### src/rtl/fifo_rd_fwft.sv
// Read-side output stage of the async FIFO: converts the pop interface into a
// first-word-fall-through valid/ready stream with a 2-entry (head + skid) buffer.
module fifo_rd_fwft #(
    parameter int DATA_WIDTH = 16,
    parameter int CNT_WIDTH  = 16
) (
    input  logic                  clk_r,
    input  logic                  rst_r,
    input  logic                  empty,
    input  logic [DATA_WIDTH-1:0] r_data,
    output logic                  r_en,
    input  logic                  rd_enable,
    input  logic                  flush,
    output logic [DATA_WIDTH-1:0] dout,
    output logic                  dout_valid,
    input  logic                  dout_ready,
    output logic [1:0]            buf_level,
    output logic [CNT_WIDTH-1:0]  word_cnt
);

    logic [DATA_WIDTH-1:0] head_q;
    logic [DATA_WIDTH-1:0] skid_q;
    logic [1:0]            level_q;
    logic                  inflight_q;
    logic                  drop_q;
    logic [CNT_WIDTH-1:0]  cnt_q;

    logic                  pop;
    logic                  capture;
    logic                  head_free;
    logic [2:0]            occupancy;

    assign dout       = head_q;
    assign dout_valid = (level_q != 2'd0);
    assign buf_level  = level_q;
    assign word_cnt   = cnt_q;

    assign pop       = dout_valid & dout_ready;
    // Occupancy counts the word already requested, so the buffer can never overflow.
    assign occupancy = {1'b0, level_q} + {2'b00, inflight_q} - {2'b00, pop};
    assign r_en      = ~rst_r & ~flush & rd_enable & ~empty & (occupancy < 3'd2);
    assign capture   = inflight_q & ~drop_q & ~flush;
    assign head_free = (level_q == 2'd0) | (pop & (level_q == 2'd1));

    always_ff @(posedge clk_r) begin
        if (rst_r) begin
            head_q     <= '0;
            skid_q     <= '0;
            level_q    <= 2'd0;
            inflight_q <= 1'b0;
            drop_q     <= 1'b0;
            cnt_q      <= '0;
        end else begin
            inflight_q <= r_en;
            drop_q     <= flush & inflight_q;
            if (pop) begin
                cnt_q <= cnt_q + CNT_WIDTH'(1);
            end
            if (flush) begin
                level_q <= 2'd0;
            end else begin
                level_q <= level_q - {1'b0, pop} + {1'b0, capture};
                // A new word lands in head only when nothing older is waiting in front of it.
                if (capture && head_free) begin
                    head_q <= r_data;
                end else if (pop && (level_q == 2'd2)) begin
                    head_q <= skid_q;
                end
                if (capture && !head_free) begin
                    skid_q <= r_data;
                end
            end
        end
    end

endmodule

### config.mk
export PLATFORM = sky130hd
export DESIGN_NAME = fifo_rd_fwft
export DESIGN_NICKNAME = d
export VERILOG_FILES = /design/src/rtl/fifo_rd_fwft.sv
export SDC_FILE = /design/constraint.sdc
export NUM_CORES = 1
export LEC_CHECK = 0
export ABC_AREA = 1
export CAP_MARGIN = 10
export CORE_ASPECT_RATIO = 1.75
export CORE_MARGIN = 2
export CORE_UTILIZATION = 40
export DETAILED_ROUTE_END_ITERATION = 8
export DONT_BUFFER_PORTS = 1
export PLACE_DENSITY = 0.63
export SLEW_MARGIN = 10
export SYNTH_ARGS = -nofsm -noshare
export SYNTH_HDL_FRONTEND = slang
export SYNTH_SLANG_ARGS = --single-unit
### constraint.sdc
create_clock -name clk_r -period 1.75 [get_ports clk_r]
set_clock_uncertainty 0.05 [all_clocks]
set_input_delay 0.0875 -clock clk_r [delete_from_list [all_inputs] [get_ports clk_r]]
set_output_delay 0.0875 -clock clk_r [all_outputs]
set_load 0.05 [all_outputs]
==> impl_metrics.toml <==
[grt]
antenna_found_initial = 0
grt-ovfl-total = 0
grt_use_total_pct = 20.20
grt_first_pass_wirelength_mm = 10.83
grt_max_degree = 48
grt_pass1_vias = 2520

[clock_tree]
cts.clk_slew.worst_paths_ps = 90
htreeDepth = 2
cts_tree = "done"
cts.sinks = 52
clock_latency_ps = 310
clockBufferDepth = 2
cts-buffers-inserted = 5
clockRootBuffer = "clkbuf_8"

[worst_setup_path]
timing.reg2reg.setup_slack_ps = 90
r2r-start = "buf_level[1]"
crit_path_end_kind = "output pin"
crit_path_max_fanout = 4
start_kind = "flop"
critPathRequiredTime_ps = 1610
crit_type = "reg2out"
rr_worst_depth = 8
worstPathArrival_ps = 2080
worstSetupStartpoint = "buf_level[1]"
r2r_end = "inflight_q"

[cells_and_area]
design_area_um2 = 3361
fin_cells = 535
area_growth_syn_to_layout_pct = 35.25
nFillCells = 625
layout-drive-gt1-share_pct = 17.80
post-route-util_pct = 55.22
layout.nets = 479
antenna_cells = 0

[synthesis]
yosysUniqueCellTypes = 24
synth_nets = 412
synth.avg_cell_area_um2 = 6.421
synth_seq_area_share_pct = 41.89
yosys_register_bits = 52
synthCells = 387
synth_area_um2 = 2485
yosysWarnings = 0

[drt]
dr.pass1.iters = 4
drcViolationCount = 0
routed_wl_mm = 6.378
vias_per_cell = 4.768
avgRoutedWirePerCell_um = 11.92
dr.first_iter.drc_count = 113
vias = 2551
antenna_left = 0

[power_and_ir_drop]
ir_drop_v = 0.0007298
power_density_nw_per_um2 = 650.2
p_leak_nw = 1.621
p_total_mw = 2.185

[timing]
min_period_over_period_pct = 126.5
hold_violations = 0
fmax_mhz = 451.6
setup_viol = 1
final.min_clock_period_ps = 2215
rsz0062_at_grt = "true"
finalSetupTns_ps = -464.6
max_slew_margin_pct = 69.47
setup_slack_ps = -464.6
maxSlewViolCount = 0
max_slew.worst_pin.slew_ps = 458.0

[flow_run]
drv_cap = 0

[floorplan]
core_um2 = 6086
start_util_pct = 40.83
die_y_um = 108.3
fp.dieArea_um2 = 6883
rows = 38
die_w_um = 63.58
pin_count = 58

[worst_hold_path]
hp-class = "in2reg"
hold_start = "dout_ready"
min_path_cells = 3
whs_endpoint = "word_cnt[0]"

[placed_design]
place_hpwl_mm = 4.551
place_area_um2 = 2989
dpl.cell_count = 501
routabilityCongestion = 0.7215
port_buffers = 0

[run_status]
status = "finished, violations left"
violations = "setup timing"
## per-layer routing
| metal | vias up | share of wire, % | global-route usage [%] |
|---|---|---|---|
| li1 | 1329 | - | - |
| met4 | 0 | 2.6 | 9.627 |
| met3 | 13 | 5.0 | 4.891 |
| met2 | 58 | 55 | 39.62 |
| met1 | 1151 | 37 | 19.09 |
| met5 | - | 0 | 0 |
## cell families (layout without fill, tap and decap cells)
logic type / after synthesis / after routing / synth area share (%)
DFF: 52 / 52 / 41.89
and+or+nand+nor: 229 / 229 / 36.91
buffers and inverters: 59 / 127 / 9.316
AOI/OAI and AO/OA: 41 / 41 / 9.013
xor gates and xnor gates: 3 / 3 / 1.058
adders and majority gates: 3 / 3 / 1.813
## layout make-up
type                    count  area (um^2)  share of cell area [%]
inverters                  44        167.7                   4.989
repair buffers             75        654.4                   19.47
multi-input cells         276         1282                   38.16
flip-flops and latches     52         1049                   31.20
clock buffers               6        72.57                   2.159
well taps                  80        100.1                   2.978
clock inverters             2        35.03                   1.042
## state kept, by name, summed over array words and instances (netlist names)
name,count
buf_level,2
dout,16
drop_q,1
inflight_q,1
skid_q,16
word_cnt,16
## cell usage in the layout, fill, tap and decap left out
master / count
nand2_1: 96
nor2_1: 93
buf_4: 51
dfxtp_1: 50
inv_1: 40
o21ai_0: 25
nand3_1: 23
dlygate4sd3_1: 20
a21oi_1: 9
clkbuf_8: 5
nand4_1: 4
inv_2: 3
nand2_4: 3
nor2_2: 3
o21bai_1: 3
buf_12: 3
nor2_4: 2
o21ai_1: 2
xnor2_1: 2
ha_1: 2
dfxtp_4: 2
inv_4: 1
nand2_8: 1
o21ai_2: 1
nand2_2: 1
xor2_1: 1
nor4_4: 1
a21oi_4: 1
nor4_1: 1
nor3_1: 1
fa_1: 1
bufinv_16: 1
clkbuf_1: 1
clkinv_2: 1
buf_6: 1
## cell usage after synthesis
| cell | n | share of area (%) |
|---|---|---|
| o21ai_0 | 27 | 5.4 |
| xor2_1 | 1 | 0.35 |
| buf_1 | 2 | 0.30 |
| nand2_1 | 99 | 15 |
| fa_1 | 1 | 0.81 |
| a21oi_1 | 9 | 1.8 |
| nor4_1 | 2 | 0.50 |
| nor3_1 | 1 | 0.20 |
| nor2_2 | 1 | 0.25 |
| nand2_4 | 1 | 0.45 |
| ha_1 | 2 | 1.0 |
| buf_2 | 8 | 1.6 |
| nand3_1 | 23 | 4.6 |
| inv_1 | 42 | 6.3 |
| inv_2 | 2 | 0.30 |
| nor2_1 | 97 | 15 |
| o21bai_1 | 3 | 0.91 |
| dfxtp_1 | 52 | 42 |
| nand2_2 | 1 | 0.25 |
| nand4_1 | 4 | 1.0 |
| o21ai_1 | 1 | 0.20 |
| a21oi_4 | 1 | 0.65 |
| clkbuf_1 | 5 | 0.76 |
| xnor2_1 | 2 | 0.71 |
## power by group
| part | switching, mW | internal, mW |
|---|---|---|
| clock | 0.405 | 0.425 |
| combinational | 0.0969 | 0.0679 |
| sequential | 0.00290 | 1.19 |
## timing repair
action / 4_1_cts / 5_1_grt
hold buffers: 20 / 0
pin swaps: 3 / 2
endpoints found under the hold margin: 32 / 0
buffers inserted: 0 / 6
gates resized for setup: 2 / 5
setup endpoints to repair: 16 / 20
## worst max-delay path by stage
stage	depth (start not counted)	endpoint
after floorplan	9	r_en
after global placement	9	r_en
after detailed placement	9	r_en
after CTS	9	r_en
after global routing	9	r_en
final	9	r_en
## per-stage QoR
stage                     setup WS (ps)  hold slack [ps]
after global placement           -207.8            110.8
after detailed placement         -228.4            112.2
after global routing             -555.9            17.60
final                            -464.6            13.15
after CTS                        -488.8            4.164
after floorplan                  -667.3            109.9
## worst max-delay path, stage by stage, from the launching register on
cell and delay (ps):
dfxtp_4 380, inv_4 50, nand2_8 60, nand2_4 50
nor2_4 100, o21ai_2 70, fa_1 500, nand2_2 70
nor4_4 300, buf_12 180
Power figures use the tool's default switching activity.
